[src/rtl/sample_pkg.sv]
// Shared types and constants for the sample board LED path.
// The polarity constants are shared with the board input wrapper.
package sample_pkg;

    typedef enum logic [1:0] {
        ST_IDLE  = 2'd0,
        ST_APPLY = 2'd1,
        ST_FADE  = 2'd2
    } state_t;

    localparam int DEFAULT_PWM_BITS = 8;

    // Board LEDs sink current: driving the pin low lights the LED.
    localparam logic LED_ON  = 1'b0;
    localparam logic LED_OFF = 1'b1;

endpackage

[src/rtl/sample_pwm_channel.sv]
// One PWM colour channel: duty register plus registered comparator output.
// led_n lags pwm_cnt by one cycle; duty only moves on a wrap cycle, so no period sees a partial duty.
module sample_pwm_channel
    import sample_pkg::*;
#(
    parameter int PWM_BITS = DEFAULT_PWM_BITS
) (
    input  logic                clock,
    input  logic                reset,
    input  logic [PWM_BITS-1:0] pwm_cnt,
    input  logic                wrap,
    input  logic                load,
    input  logic [PWM_BITS-1:0] load_duty,
    input  logic                step_up,
    input  logic                step_dn,
    output logic [PWM_BITS-1:0] duty,
    output logic                led_n
);

    always_ff @(posedge clock) begin
        if (reset) begin
            duty  <= '0;
            led_n <= LED_OFF;
        end else begin
            led_n <= (pwm_cnt < duty) ? LED_ON : LED_OFF;
            if (wrap) begin
                if (load) begin
                    duty <= load_duty;
                end else if (step_up) begin
                    duty <= duty + 1'b1;
                end else if (step_dn) begin
                    duty <= duty - 1'b1;
                end
            end
        end
    end

endmodule

[src/rtl/sample_led_driver.sv]
// RGB LED driver: accepts colour commands and renders them as glitch-free PWM, immediately or as a linear fade.
// One command in flight; cmd_ready is low while a command is being applied or faded (up to a full PWM period per apply).
module sample_led_driver
    import sample_pkg::*;
#(
    parameter int PWM_BITS     = DEFAULT_PWM_BITS,
    parameter int FADE_PERIODS = 4
) (
    input  logic                clock,
    input  logic                reset,
    input  logic                cmd_valid,
    output logic                cmd_ready,
    input  logic [PWM_BITS-1:0] cmd_red,
    input  logic [PWM_BITS-1:0] cmd_green,
    input  logic [PWM_BITS-1:0] cmd_blue,
    input  logic                cmd_fade,
    output logic                busy,
    output logic                led_red_n,
    output logic                led_green_n,
    output logic                led_blue_n
);

    localparam int                PS_W    = (FADE_PERIODS > 1) ? $clog2(FADE_PERIODS) : 1;
    localparam logic [PS_W-1:0]   PS_LAST = PS_W'(FADE_PERIODS - 1);
    localparam logic [PWM_BITS-1:0] PWM_MAX = '1;

    state_t              state;
    logic [PWM_BITS-1:0] pwm_cnt;
    logic [PS_W-1:0]     presc;
    logic [PWM_BITS-1:0] target    [3];
    logic [PWM_BITS-1:0] duty      [3];
    logic [PWM_BITS-1:0] next_duty [3];
    logic [PWM_BITS-1:0] cmd_duty  [3];
    logic [2:0]          step_up;
    logic [2:0]          step_dn;
    logic [2:0]          led_n;
    logic                wrap;
    logic                xfer;
    logic                fade_step;
    logic                load;
    logic                all_done;

    assign cmd_duty[0] = cmd_red;
    assign cmd_duty[1] = cmd_green;
    assign cmd_duty[2] = cmd_blue;

    assign wrap      = (pwm_cnt == PWM_MAX);
    assign cmd_ready = (state == ST_IDLE) && !reset;
    assign busy      = (state != ST_IDLE);
    assign xfer      = cmd_valid && cmd_ready;
    assign load      = (state == ST_APPLY);
    assign fade_step = wrap && (state == ST_FADE) && (presc == PS_LAST);

    // Completion is judged on the post-step duty so the fade ends on the same wrap as its last step.
    always_comb begin
        all_done = 1'b1;
        step_up  = '0;
        step_dn  = '0;
        for (int i = 0; i < 3; i++) begin
            next_duty[i] = duty[i];
            step_up[i]   = fade_step && (duty[i] < target[i]);
            step_dn[i]   = fade_step && (duty[i] > target[i]);
            if (step_up[i]) begin
                next_duty[i] = duty[i] + 1'b1;
            end else if (step_dn[i]) begin
                next_duty[i] = duty[i] - 1'b1;
            end
            if (next_duty[i] != target[i]) begin
                all_done = 1'b0;
            end
        end
    end

    // The fade flag is carried by the state itself: APPLY versus FADE.
    always_ff @(posedge clock) begin
        if (reset) begin
            pwm_cnt <= '0;
            presc   <= '0;
            state   <= ST_IDLE;
            for (int i = 0; i < 3; i++) begin
                target[i] <= '0;
            end
        end else begin
            pwm_cnt <= pwm_cnt + 1'b1;
            case (state)
                ST_IDLE: begin
                    if (xfer) begin
                        for (int i = 0; i < 3; i++) begin
                            target[i] <= cmd_duty[i];
                        end
                        presc <= '0;
                        state <= cmd_fade ? ST_FADE : ST_APPLY;
                    end
                end
                ST_APPLY: begin
                    if (wrap) begin
                        state <= ST_IDLE;
                    end
                end
                ST_FADE: begin
                    if (wrap) begin
                        presc <= (presc == PS_LAST) ? '0 : presc + 1'b1;
                        if (all_done) begin
                            state <= ST_IDLE;
                        end
                    end
                end
                default: state <= ST_IDLE;
            endcase
        end
    end

    for (genvar i = 0; i < 3; i++) begin : g_chan
        sample_pwm_channel #(
            .PWM_BITS(PWM_BITS)
        ) u_chan (
            .clock     (clock),
            .reset     (reset),
            .pwm_cnt   (pwm_cnt),
            .wrap      (wrap),
            .load      (load),
            .load_duty (target[i]),
            .step_up   (step_up[i]),
            .step_dn   (step_dn[i]),
            .duty      (duty[i]),
            .led_n     (led_n[i])
        );
    end

    assign led_red_n   = led_n[0];
    assign led_green_n = led_n[1];
    assign led_blue_n  = led_n[2];

endmodule

[config.mk]
export PLATFORM = sky130hd
export DESIGN_NAME = sample_led_driver
export DESIGN_NICKNAME = d
export VERILOG_FILES = /design/src/rtl/sample_pkg.sv /design/src/rtl/sample_pwm_channel.sv /design/src/rtl/sample_led_driver.sv
export SDC_FILE = /design/constraint.sdc
export NUM_CORES = 1
export LEC_CHECK = 0
export ABC_AREA = 1
export ABC_CLOCK_PERIOD_IN_PS = 5000
export CAP_MARGIN = 20
export CORE_AREA = 2 2 106 160
export CTS_BUF_LIST = sky130_fd_sc_hd__clkbuf_16
export CTS_CLUSTER_DIAMETER = 200
export DETAILED_ROUTE_END_ITERATION = 16
export DIE_AREA = 0 0 108 162
export HOLD_SLACK_MARGIN = 0.05
export RECOVER_POWER = 100
export SETUP_SLACK_MARGIN = 0.05
export SYNTH_ARGS = -nofsm -noshare
export SYNTH_HDL_FRONTEND = slang
export SYNTH_HIERARCHICAL = 1
export SYNTH_SLANG_ARGS = --single-unit
[constraint.sdc]
create_clock -name clock -period 5 [get_ports clock]
set_input_delay 1.25 -clock clock [delete_from_list [all_inputs] [get_ports clock]]
set_output_delay 1.25 -clock clock [all_outputs]
set_load 0.05 [all_outputs]
==> flow_summary.yaml <==
routing:
  ant_nets: 0
  maxUsedRoutingLayer: "met4"
  met1_length_um: 6880
  first_iter_violations: 188
  drt-wirelength-per-cell_um: 13.4
  routed_wl_um: 16300
  vias: 5975
  drc_errors: 0
  wl_met2_um: 8800
  met3_length_um: 210
  dr.pass1.iters: 4
  vias_per_cell: 4.90
pwr:
  p_total_mw: 1.79
  power_density_nw_per_um2: 253
  p_leak_nw: 3.68
  vdd_ir_drop_max_v: 0.000196
yosys:
  syn_area_sq_um: 6330
  ys_seq_area_share_pct: 23.7
  netlist_instances: 969
  synth-compound-area-share_pct: 9.37
  synth-simple-area-share_pct: 36.0
  synthXorXnorAreaFrac_pct: 3.87
  synth_fp_nets: 1071
  synthAdderAreaFrac_pct: 15.0
  synth_cell_types: 33
  yosys_warnings: 6
  muxShareOfSynthArea_pct: 0
  avgSynthCellArea_sq_um: 6.53
  synth_top_family_by_area: "simple AND/OR/NAND/NOR gates"
  synth_seq_cells: 63
setup_path:
  cp_num_buf_inv: 2
  setup.worst_path.end_class: "output port"
  rr_startpoint: "pwm_cnt[0]"
  crit_path_max_incr_delay_ps: 900
  path_class: "input pin to output port"
  cp_top_family: "buffers and inverters"
  cp.required_ps: 3750
  startpoint: "reset"
  cpMostUsedCell: "dlygate4sd3_1"
  critPathSlowestCell: "dlygate4sd3_1"
  cp.arrival_ps: 2970
  worstPathMaxFanout: 2
  cp_cell_sequence: "dlygate4sd3_1 -> nor2_1 -> dlygate4sd3_1"
  startpoint_type: "input pin"
worst_hold_path:
  hp-class: "flip-flop to flip-flop"
  worst_hold_startpoint: "presc[1]"
status:
  status: "finished clean"
clock_network:
  insertion_delay_ps: 340
  cts_resized: 0
  cts_made_buffers: 9
  cts_tree: "done"
  clk_pin_slew_ps: 60
  cts_buffer_depth: 2
  cts-root-buf: "clkbuf_16"
  cts_setup_buffers: 0
  clock_sinks: 63
  ctsHoldBuffers: 0
  h-tree-depth: 3
floorplanning:
  core_area_sq_um: 16000
  dieWidth_um: 108
  fp.dieH_um: 162
  rows: 57
  dieArea_sq_um: 17500
  io_pins: 33
  start_util_pct: 39.5
cells_and_area:
  final_cell_mix: "nand2_1, inv_1, nor2_1, nand3_1, ha_1"
  antennaDiodeCount: 0
  utilization_pct: 44.1
  final_common_cell: "nand2_1"
  fin_nets: 1110
  stdcell_count: 1219
  area_growth_pct: 11.7
  drive_above_1_share_pct: 4.05
run:
  drv_cap: 0
global_route:
  grt_first_pass_wirelength_um: 27600
  grt_max_degree: 20
  overflow: 0
  grt_pass1_vias: 5797
  antenna_found_initial: 0
  track_usage_pct: 19.8
timing:
  max_freq_mhz: 237
  setup_slack_ps: 785
  clock_skew_ps: 6.93
  min_period_over_period_pct: 84.3
  fin_setup_tns_ps: 0
  worst_pin_slew_ps: 1050
  period_minus_slack_ps: 4220
  hold_violations: 0
  slew-limit-headroom_pct: 30.1
  slew_viol_final: 0
  setup_violations: 0
  rsz0062_at_grt: "no"
placed_design:
  place.gp.congestion: 0.861
  place_inst: 1203
  port_buffers: 32
  hpwl_um: 12800
  dpl_worst_slack_ps: 922
-- worst register-to-register path, cell delays in order (launching register included) --
cell	delay, ps
dfxtp_1	460
ha_1	230
nand2_2	70
nor2_1	390
nand3_4	210
clkinvlp_2	450
nand3_1	420
inv_1	340
inv_1	220
ha_1	360
or2_0	280
nand3_1	140
nand2_1	60
nand2_1	60
nand3_1	80
nand2_1	80
a21oi_1	50
-- layout make-up --
cell class,count,area [sq um]
flip-flops and latches,63,1500
multi-input cells,716,4020
repair buffers,36,343
clock buffers,9,225
fillers,1749,8970
inverters,182,692
clock inverters,7,32.5
well taps,206,258
-- path summary, 6_finish.rpt --
path	slack (ps)	endpoint	cells after the start
worst min register to register	470	presc[1]	2
worst max register to register	950	g_chan[1].u_chan/duty[7]	16
worst min-delay path	470	presc[1]	2
worst max-delay path	780	cmd_ready	3
-- per-stage QoR --
stage	hold slack, ps	cell area (sq um)
floorplan	437	6330
global placement	460	6870
detailed placement	462	6870
CTS	469	7130
global route	501	7070
finish	467	7070
-- layer usage --
| layer | track usage [%] | vias to the layer above |
|---|---|---|
| met5 | 0 | - |
| met4 | 7.17 | 0 |
| met3 | 1.85 | 26 |
| met2 | 38.0 | 47 |
| met1 | 22.0 | 2716 |
| li1 | - | 3186 |
-- cell families (layout without fill, tap and decap cells) --
kind of cell,Yosys count,count (layout)
compound gates,104,104
xor+xnor,28,28
fa+ha+maj,74,74
buf+inv,190,234
flops,63,63
simple gates,510,510
-- flip-flops by register name, summed over array words and instances (netlist names) --
signal and cells:
g_chan.u_chan/led_n 3, presc 2, g_chan.u_chan/duty 24, target 24, state 2, pwm_cnt 8
-- cells in the mapped netlist, drive strengths merged --
library cell / instances / share of area (%)
nor3: 6 / 0.47
buf: 5 / 0.89
or2: 9 / 0.89
o21a: 1 / 0.12
nand4: 26 / 2.6
nand2: 265 / 16
nor2: 106 / 6.8
nand3: 78 / 7.0
a21o: 3 / 0.36
o31ai: 3 / 1.0
a21oi: 60 / 4.7
inv: 182 / 11
a31oi: 6 / 0.59
fa: 3 / 0.95
o21ai: 30 / 2.4
ha: 71 / 14
dfxtp: 39 / 12
edfxtp: 24 / 11
nand3b: 18 / 2.1
clkbuf: 3 / 0.18
xnor2: 4 / 0.55
nor3b: 2 / 0.24
xor2: 24 / 3.3
o221a: 1 / 0.18
-- report_power, final --
group          internal, mW  switching (mW)  leakage (nW)
sequential            0.597          0.0541         0.569
clock                 0.326           0.238         0.129
combinational         0.186           0.391          2.98
Power figures use the tool's default switching activity.
